$ cat config.mk
export PLATFORM = sky130hd
export DESIGN_NAME = stitch_pipeline_out_buffer_flat
export DESIGN_NICKNAME = d
export VERILOG_FILES = /design/src/rtl/stitch_pipeline_out_buffer_pkg.sv /design/src/rtl/stitch_pipeline_out_buffer_if.sv /design/src/rtl/stitch_pipeline_out_buffer_out_fifo.sv /design/src/rtl/stitch_pipeline_out_buffer.sv /design/src/flat_wrapper.sv
export SDC_FILE = /design/constraint.sdc
export NUM_CORES = 1
export LEC_CHECK = 0
export ABC_AREA = 1
export CAP_MARGIN = 10
export CORE_MARGIN = 2
export CORE_UTILIZATION = 61
export CTS_CLUSTER_SIZE = 10
export DETAILED_ROUTE_END_ITERATION = 16
export PLACE_DENSITY_LB_ADDON = 0.25
export SLEW_MARGIN = 20
export SYNTH_ARGS = -nofsm -noshare
export SYNTH_HDL_FRONTEND = slang
export SYNTH_SLANG_ARGS = --single-unit
$ cat constraint.sdc
create_clock -name clk -period 5 [get_ports clk]
set_input_delay 1 -clock clk [delete_from_list [all_inputs] [get_ports clk]]
set_output_delay 1 -clock clk [all_outputs]
set_load 0.02 [all_outputs]
$ cat src/rtl/stitch_pipeline_out_buffer_pkg.sv
// stitch_pkg: shared widths and defaults for the stitched pipeline output buffer.
package stitch_pkg;
    localparam int DEF_DATA_WIDTH = 32;
    localparam int DEF_DEPTH      = 4;
    localparam int DEF_LATENCY    = 3;

    function automatic int PTR_W(input int depth);
        return $clog2(depth);
    endfunction

    function automatic int CNT_W(input int depth);
        return $clog2(depth) + 1;
    endfunction
endpackage

$ cat src/rtl/stitch_pipeline_out_buffer_if.sv
// stitch_pipeline_out_buffer_if: producer/pipeline/consumer signals of the output buffer.
interface stitch_pipeline_out_buffer_if import stitch_pkg::*; #(
    parameter int DATA_WIDTH = DEF_DATA_WIDTH,
    parameter int DEPTH      = DEF_DEPTH
);
    logic                      req_valid;
    logic                      req_ready;
    logic                      pipe_in_valid;
    logic                      pipe_out_valid;
    logic [DATA_WIDTH-1:0]     pipe_out_data;
    logic                      out_valid;
    logic                      out_ready;
    logic [DATA_WIDTH-1:0]     out_data;
    logic [CNT_W(DEPTH)-1:0]   occupancy;
    logic                      err;

    modport slave (
        input  req_valid, pipe_out_valid, pipe_out_data, out_ready,
        output req_ready, pipe_in_valid, out_valid, out_data, occupancy, err
    );

    modport master (
        output req_valid, pipe_out_valid, pipe_out_data, out_ready,
        input  req_ready, pipe_in_valid, out_valid, out_data, occupancy, err
    );
endinterface

$ cat src/rtl/stitch_pipeline_out_buffer_out_fifo.sv
// stitch_out_fifo: DEPTH-entry result FIFO; push and pop may coincide at any level.
module stitch_out_fifo import stitch_pkg::*; #(
    parameter int DATA_WIDTH = DEF_DATA_WIDTH,
    parameter int DEPTH      = DEF_DEPTH
) (
    input  logic                    clk,
    input  logic                    rst,
    input  logic                    push_i,
    input  logic [DATA_WIDTH-1:0]   push_data_i,
    input  logic                    pop_ready_i,
    output logic                    valid_o,
    output logic [DATA_WIDTH-1:0]   data_o,
    output logic [CNT_W(DEPTH)-1:0] count_o,
    output logic                    overflow_o
);
    localparam int PW = PTR_W(DEPTH);
    localparam int CW = CNT_W(DEPTH);

    logic [DATA_WIDTH-1:0] mem_q [DEPTH];
    logic [PW-1:0]         wr_ptr_q, wr_ptr_d, rd_ptr_q, rd_ptr_d;
    logic [CW-1:0]         count_q, count_d;
    logic                  full, empty, pop, wr;

    assign empty      = count_q == '0;
    assign full       = count_q == CW'(DEPTH);
    assign pop        = !empty & pop_ready_i;
    // A pop at full frees the slot the simultaneous push lands in.
    assign wr         = push_i & (!full | pop);
    assign overflow_o = push_i & full & !pop;
    assign valid_o    = !empty;
    assign data_o     = mem_q[rd_ptr_q];
    assign count_o    = count_q;

    always_comb begin
        wr_ptr_d = wr_ptr_q + PW'(wr);
        rd_ptr_d = rd_ptr_q + PW'(pop);
        count_d  = count_q + CW'(wr) - CW'(pop);
    end

    always_ff @(posedge clk or negedge rst) begin
        if (!rst) begin
            mem_q    <= '{default: '0};
            wr_ptr_q <= '0;
            rd_ptr_q <= '0;
            count_q  <= '0;
        end else begin
            if (wr) mem_q[wr_ptr_q] <= push_data_i;
            wr_ptr_q <= wr_ptr_d;
            rd_ptr_q <= rd_ptr_d;
            count_q  <= count_d;
        end
    end
endmodule

$ cat src/rtl/stitch_pipeline_out_buffer.sv
// stitch_pipeline_out_buffer: credit-gated admission into a no-backpressure pipeline,
// result capture FIFO, in-flight latency watchdog and sticky protocol error.
module stitch_pipeline_out_buffer import stitch_pkg::*; #(
    parameter int DATA_WIDTH = DEF_DATA_WIDTH,
    parameter int DEPTH      = DEF_DEPTH,
    parameter int LATENCY    = DEF_LATENCY
) (
    input logic                        clk,
    input logic                        rst,
    stitch_pipeline_out_buffer_if.slave bus
);
    localparam int PW = PTR_W(DEPTH);
    localparam int CW = CNT_W(DEPTH);
    localparam int AW = $clog2(LATENCY + 2);
    localparam logic [AW-1:0] AGE_MAX = AW'(LATENCY + 1);

    logic [CW-1:0] reserved_q, reserved_d, inflight_q, inflight_d;
    logic [PW-1:0] slot_wr_q, slot_wr_d, slot_rd_q, slot_rd_d;
    logic [AW-1:0] age_q [DEPTH];
    logic [AW-1:0] age_d [DEPTH];
    logic          err_q, err_d;
    logic          admit, pop, unexpected, retire, timeout, overflow;

    assign bus.req_ready     = reserved_q < CW'(DEPTH);
    assign admit             = bus.req_valid & bus.req_ready;
    assign bus.pipe_in_valid = admit;
    assign pop               = bus.out_valid & bus.out_ready;
    assign unexpected        = bus.pipe_out_valid & (inflight_q == '0);
    assign retire            = bus.pipe_out_valid & !unexpected;
    // Results return in admit order, so only the oldest slot's age can expire.
    assign timeout           = (inflight_q != '0) & !bus.pipe_out_valid & (age_q[slot_rd_q] == AGE_MAX);
    assign bus.err           = err_q;

    stitch_out_fifo #(.DATA_WIDTH(DATA_WIDTH), .DEPTH(DEPTH)) u_fifo (
        .clk         (clk),
        .rst         (rst),
        .push_i      (bus.pipe_out_valid),
        .push_data_i (bus.pipe_out_data),
        .pop_ready_i (bus.out_ready),
        .valid_o     (bus.out_valid),
        .data_o      (bus.out_data),
        .count_o     (bus.occupancy),
        .overflow_o  (overflow)
    );

    always_comb begin
        reserved_d = reserved_q + CW'(admit) - CW'(pop & (reserved_q != '0));
        inflight_d = inflight_q + CW'(admit) - CW'(retire);
        slot_wr_d  = slot_wr_q + PW'(admit);
        slot_rd_d  = slot_rd_q + PW'(retire);
        for (int i = 0; i < DEPTH; i++) age_d[i] = age_q[i] + AW'(age_q[i] != AGE_MAX);
        if (admit) age_d[slot_wr_q] = AW'(1);
        err_d      = err_q | overflow | unexpected | timeout;
    end

    always_ff @(posedge clk or negedge rst) begin
        if (!rst) begin
            reserved_q <= '0;
            inflight_q <= '0;
            slot_wr_q  <= '0;
            slot_rd_q  <= '0;
            age_q      <= '{default: '0};
            err_q      <= 1'b0;
        end else begin
            reserved_q <= reserved_d;
            inflight_q <= inflight_d;
            slot_wr_q  <= slot_wr_d;
            slot_rd_q  <= slot_rd_d;
            age_q      <= age_d;
            err_q      <= err_d;
        end
    end
endmodule

$ cat src/flat_wrapper.sv
// flat-port wrapper written by rule: the top's interface ports become plain ports
module stitch_pipeline_out_buffer_flat import stitch_pkg::*;
#(
    parameter int DATA_WIDTH = DEF_DATA_WIDTH,
    parameter int DEPTH      = DEF_DEPTH,
    parameter int LATENCY    = DEF_LATENCY
)
  (clk, rst, bus_req_valid, bus_pipe_out_valid, bus_pipe_out_data, bus_out_ready, bus_req_ready, bus_pipe_in_valid, bus_out_valid, bus_out_data, bus_occupancy, bus_err);
  stitch_pipeline_out_buffer_if #(.DATA_WIDTH(DATA_WIDTH), .DEPTH(DEPTH)) bus_i ();
  input logic clk;
  input logic rst;
  input wire logic [$bits(bus_i.req_valid)-1:0] bus_req_valid;
  input wire logic [$bits(bus_i.pipe_out_valid)-1:0] bus_pipe_out_valid;
  input wire logic [$bits(bus_i.pipe_out_data)-1:0] bus_pipe_out_data;
  input wire logic [$bits(bus_i.out_ready)-1:0] bus_out_ready;
  output wire logic [$bits(bus_i.req_ready)-1:0] bus_req_ready;
  output wire logic [$bits(bus_i.pipe_in_valid)-1:0] bus_pipe_in_valid;
  output wire logic [$bits(bus_i.out_valid)-1:0] bus_out_valid;
  output wire logic [$bits(bus_i.out_data)-1:0] bus_out_data;
  output wire logic [$bits(bus_i.occupancy)-1:0] bus_occupancy;
  output wire logic [$bits(bus_i.err)-1:0] bus_err;
  assign bus_i.req_valid = bus_req_valid;
  assign bus_i.pipe_out_valid = bus_pipe_out_valid;
  assign bus_i.pipe_out_data = bus_pipe_out_data;
  assign bus_i.out_ready = bus_out_ready;
  assign bus_req_ready = bus_i.req_ready;
  assign bus_pipe_in_valid = bus_i.pipe_in_valid;
  assign bus_out_valid = bus_i.out_valid;
  assign bus_out_data = bus_i.out_data;
  assign bus_occupancy = bus_i.occupancy;
  assign bus_err = bus_i.err;
  stitch_pipeline_out_buffer #(.DATA_WIDTH(DATA_WIDTH), .DEPTH(DEPTH), .LATENCY(LATENCY)) u_core (.clk(clk), .rst(rst), .bus(bus_i));
endmodule
Word-level counts from Yosys, hierarchy flattened
Index checks and enable logic that the tools add are counted.
Widths: inputs -> output; s select.
Storage, ports and cells
  bits of input ports: 37
  register bits: 158
Cells by class
  $add $sub $neg: 14
  equal/unequal tests: 6
  $lt $le $gt $ge: 7
  reduce and logical (&&, ||, !) cells: 11
  bitwise logic cells: 21
  multiplexer cells: 12
Operators with widths (number)
  $bwmux 128: 1
  $mux 32: 3
  $bmux 32 s2: 1
  $demux 32 s2: 1
  $add 3x1->3: 7
  $ge 3x3->1 const B: 4
  $mux 12: 1
  $ne 3x3->1 const B: 4
  $not 2->3: 4
  $and 1x1->1: 10
  $mux 3: 3
  $add 2x1->2: 4
  $and 8x8->8: 1
  $not 8->8: 1
  $bmux 3 s2: 1
  $demux 3 s2: 1
  $eq 3x3->1 const B: 2
  $logic_not 3->1: 2
  $lt 3x1->1 const B: 2
  $reduce_bool 3->1: 2
  $sub 3x1->3: 2
  $logic_not 1->1: 5
  $or 1x1->1: 4
  $or 4x4->4: 1
  other kinds (3): 4

Depth between registers and ports, before layout
  depth after elaboration: 8
  gate-level depth with buffers: 10
  mapped depth without buffers: 10

By module
From an unflattened synthesis, not the netlist that was laid out.
Unflattened totals
  cells, all modules: 900
  area total of the unflattened synthesis: 7581.0 um2
By module, submodules not included
  stitch_out_fifo: cells an instance 786, area each 6433.7 um2, times used 1, seq. area each 3378.2 um2
  stitch_pipeline_out_buffer: cells an instance 114, area each 1147.4 um2, times used 1, seq. area each 575.6 um2

Worst setup path before layout
Ideal clock, no wire load.
  kind: input-to-reg
  start point: in bus_pipe_out_valid
  end point: reg u_core.inflight_q[2]
  stages: 9
  setup time: 123 ps
  setup slack: 2532 ps
  arrival time: 2346 ps
  required time: 4877 ps
  cells stage by stage: buf_2 inv_1 nor2_1 ha_1 inv_1 ha_1 inv_1 fa_1 xnor2_1
On the way
  word-level cells in the longest chain between the ends: 4
RTL lines
  start: declaration: line flat_wrapper.sv:13  | input wire logic [$bits(bus_i.pipe_out_valid)-1:0] bus_pipe_out_valid;
  $and 1x1->1: line stitch_pipeline_out_buffer.sv:28  | assign unexpected = bus.pipe_out_valid & (inflight_q == '0);
  $logic_not 1->1: line stitch_pipeline_out_buffer.sv:29  | assign retire = bus.pipe_out_valid & !unexpected;
  $and 1x1->1 *: line stitch_pipeline_out_buffer.sv:29
  $sub 3x1->3 *: line stitch_pipeline_out_buffer.sv:48  | inflight_d = inflight_q + CW'(admit) - CW'(retire);
  via u_core.inflight_d[2]: line stitch_pipeline_out_buffer.sv:17  | logic [CW-1:0] reserved_q, reserved_d, inflight_q, inflight_d;
  end signal: assignment: line stitch_pipeline_out_buffer.sv:66  | inflight_q <= inflight_d;
  end: declaration: line stitch_pipeline_out_buffer.sv:17
The timed path passes the listed nets; every way through them passes the cells marked *.
A chain may end at the register's enable or synchronous reset.

Worst setup path after layout
  start point: reg u_core.u_fifo.rd_ptr_q[0]
  end point: out bus_out_data[27]
On the way
  word-level cells in the longest chain between the ends: 4
RTL lines
  start: declaration: line stitch_pipeline_out_buffer_out_fifo.sv:20  | logic [PW-1:0] wr_ptr_q, wr_ptr_d, rd_ptr_q, rd_ptr_d;
  start signal: assignment: line stitch_pipeline_out_buffer_out_fifo.sv:49  | rd_ptr_q <= rd_ptr_d;
  $not 2->3 (implied by the code): line stitch_pipeline_out_buffer_out_fifo.sv:31  | assign data_o = mem_q[rd_ptr_q];
  $bmux 32 s2: line stitch_pipeline_out_buffer_out_fifo.sv:31
  $mux 32 (implied by the code) (2 in a row): line stitch_pipeline_out_buffer_out_fifo.sv:31
  end: declaration: line flat_wrapper.sv:19  | output wire logic [$bits(bus_i.out_data)-1:0] bus_out_data;
Every way passes these cells. The select of a mux whose other input is x is not followed.

==> metrics.md <==
| Metric | Value |
|---|---|
| Status | completed |
| First-pass GRT wire length | 26800 um |
| Starting Density | 0.626 |
| Clock Skews | 0.00606 ns |
| Mapped Area | 7180 um^2 |
| GRT Resource Usage Total | 0.267 |
| Antenna cells | 0 |
| Clk_lat worst skew | 0.43 ns |
| Fmax | 266 MHz |
| Non-filler cells, final | 980 |
| Post-synth top area share | 0.551 |
| Net Count, Synth | 826 |
| Avg Cell Area, Syn | 9.35 um^2 |
| Post-Syn Instances | 768 |
| Number of global-route vias before repair | 5547 |
| Crit path kind | register to primary output |
| Worst r2r src | u_core.u_fifo.wr_ptr_q[0] |
| Critical Path Start Type | register |
| Area contributors post-synth | dfrtp_1 55%, nand2_1 7.3%, o21ai_1 6.9% |
| Post-CTS setup buffers | 0 |
| Comb power frac | 0.448 |
| CP Data Arrival Time | 2.76 ns |
| CTS tree | built |
| #FFs+latches synth | 158 |
| Hold Crit Class | register to register |
| Final WS setup | 1.24 ns |
| Register area share after synthesis | 0.551 |
| Initial antenna violation count | 0 |
| Ports | 76 |
| Post-detail-place hpwl | 9260 um |
| # resized after CTS | 0 |
| PwrDens | 776 nW/um^2 |
| Critical Path RT | 4.00 ns |
| DP Cell Count | 948 |
| Final setup fails | 0 |
| Clock-pin slew on the worst setup and hold paths | 0.06 ns |
| P_sw | 0.00261 W |
| Die height | 113 um |
| Slew HR | 0.276 |
| PnR Total Power | 0.00663 W |
| Seq pwr share | 0.343 |
| Max VDD drop | 0.427 mV |
| Filler cells | 813 |
| Slew Viols, Final | 0 |
| Setup TNS Final | 0 ns |
| Hold_buf cts | 0 |
| Clock buffer depth | 2 |
| Pin count of the biggest net entering global routing | 79 |
| Iteration-0 DRC Markers | 443 |
| TritonCTS Buffers | 17 |
| Die Span X | 113 um |
| Final Util | 0.744 |
| Leakage | 4.01 nW |
| Place WS | 1.59 ns |
| Clk root buf | clkbuf_16 |
| ANT nets after route | 0 |
| Final Hold Fails | 0 |
| Clock share of power | 0.209 |
| CTS H-tree lvls | 4 |
| Net Sw Frac | 0.393 |
| Syn. warnings | 0 |
| Hold Path Origin | u_core.u_fifo.mem_q[60] |
| Row cnt | 39 |
| Max-cap violation count | 0 |
| Clock tree sinks | 158 |
| Internal power consumption | 0.00402 W |
| Routability cong. | 0.750 |
| Vias | 5653 |
| Fin nets | 882 |
| Share of cells above drive strength 1 | 0.102 |
| DR pass1 iterations | 6 |
| Core area | 11500 um^2 |
| Worst-path fanout max | 64 |
| # DRC | 0 |
| Dominant cell type by area after synthesis | dfrtp_1 |
| Critical Path Start | u_core.u_fifo.rd_ptr_q[0] |
| RSZ-0062 raised after global routing | no |
| I/O Buffers | 75 |
| Most frequent cells in the layout | 157 x dfrtp_1, 139 x nand2_1, 99 x o21ai_1 |
| Area of the multi-input gates | 2730 um^2 |
| Most common cell after layout, fill and taps aside | dfrtp_1 |
| WL/cell | 16.1 um |
| CP endpoint kind | primary output |
| Number of vias per cell | 5.77 |
| Period utilisation layout | 0.751 |
| Worst Tran Pin Value | 1.08 ns |
| Drt total wl | 15800 um |
| Die ar. | 12700 um^2 |
| Synth cell types | 29 |
| Overflow after GRT | 0 |
| Seq. cell area | 3960 um^2 |
| Post-route minimum period | 3.76 ns |
| Area Overhead vs Synth | 18.8% |
-- Yosys cell counts, drive strengths merged --
| library cell | count |
|---|---|
| nand4 | 3 |
| nand2 | 140 |
| nand3 | 10 |
| xor2 | 6 |
| fa | 3 |
| buf | 32 |
| ha | 18 |
| clkbuf | 12 |
| inv | 62 |
| nor2 | 84 |
| nor3 | 3 |
| xnor2 | 8 |
| dfrtp | 158 |
| a21oi | 1 |
| o21ai | 192 |
| o22ai | 32 |
| or2 | 4 |
-- cell type report --
type	count	area share
flip-flops and latches	158	0.463
multi-input cells	504	0.320
repair buffers	81	0.0934
clock buffers	22	0.0567
inverters	62	0.0273
well taps	143	0.0210
clock inverters	10	0.0183
-- metal layers --
metal  global-route usage  routed length, um
met2                0.427               7700
met3               0.0491                897
met4                0.126                519
met5                    0                  0
met1                0.359               6660
-- kinds of logic (layout without fill, tap and decap cells) --
family,after synthesis,in the layout,synth area share
fa+ha+maj,21,21,0.0397
simple gates,244,244,0.144
buf+inv,106,175,0.0693
compound gates,225,225,0.179
xor+xnor,14,14,0.0171
flops,158,158,0.551
-- registers in the layout, summed over array words and instances (netlist names) --
| signal | cells |
|---|---|
| u_core.inflight_q | 3 |
| u_core.u_fifo.rd_ptr_q | 2 |
| u_core.bus.err | 1 |
| u_core.u_fifo.mem_q | 128 |
| u_core.age_q | 12 |
| u_core.u_fifo.wr_ptr_q | 2 |
| u_core.reserved_q | 3 |
| u_core.slot_rd_q | 2 |
| u_core.slot_wr_q | 2 |
| u_core.u_fifo.count_o | 3 |
-- stage by stage --
stage	hold slack, ns	cell area [um^2]
after floorplan	0.450	7180
after global placement	0.459	7890
after detailed placement	0.462	7890
after CTS	0.477	8530
after global routing	0.503	8530
final	0.475	8530
-- power by group through the flow --
stage,sequential (W),clock (W),combinational [W]
after global placement,0.00223,0,0.00283
after CTS,0.00227,0.00140,0.00298
after floorplan,0.00219,0,0.00202
after global routing,0.00235,0.00146,0.00329
after detailed placement,0.00227,0,0.00295
final,0.00227,0.00139,0.00297
-- worst max-delay path, cell delays in order (launching register included) --
cell and delay (ns):
dfrtp_2 0.40, inv_2 0.78, o21ai_0 0.20, o22ai_1 0.27, clkdlybuf4s50_1 0.66
-- worst paths after layout --
kind | end | cells past startpoint | slack [ns]
setup / recovery | bus_out_data[27] | 4 | 1.24
hold / removal | u_core.u_fifo.mem_q[60] | 2 | 0.47
setup reg to reg | u_core.u_fifo.mem_q[120] | 5 | 2.74
hold reg to reg | u_core.u_fifo.mem_q[60] | 2 | 0.47
max in group asynchronous | u_core.age_q[8] | 2 | 3.29
min in group asynchronous | u_core.u_fifo.mem_q[38] | 1 | 0.60
(Power assumes the default switching activity.)
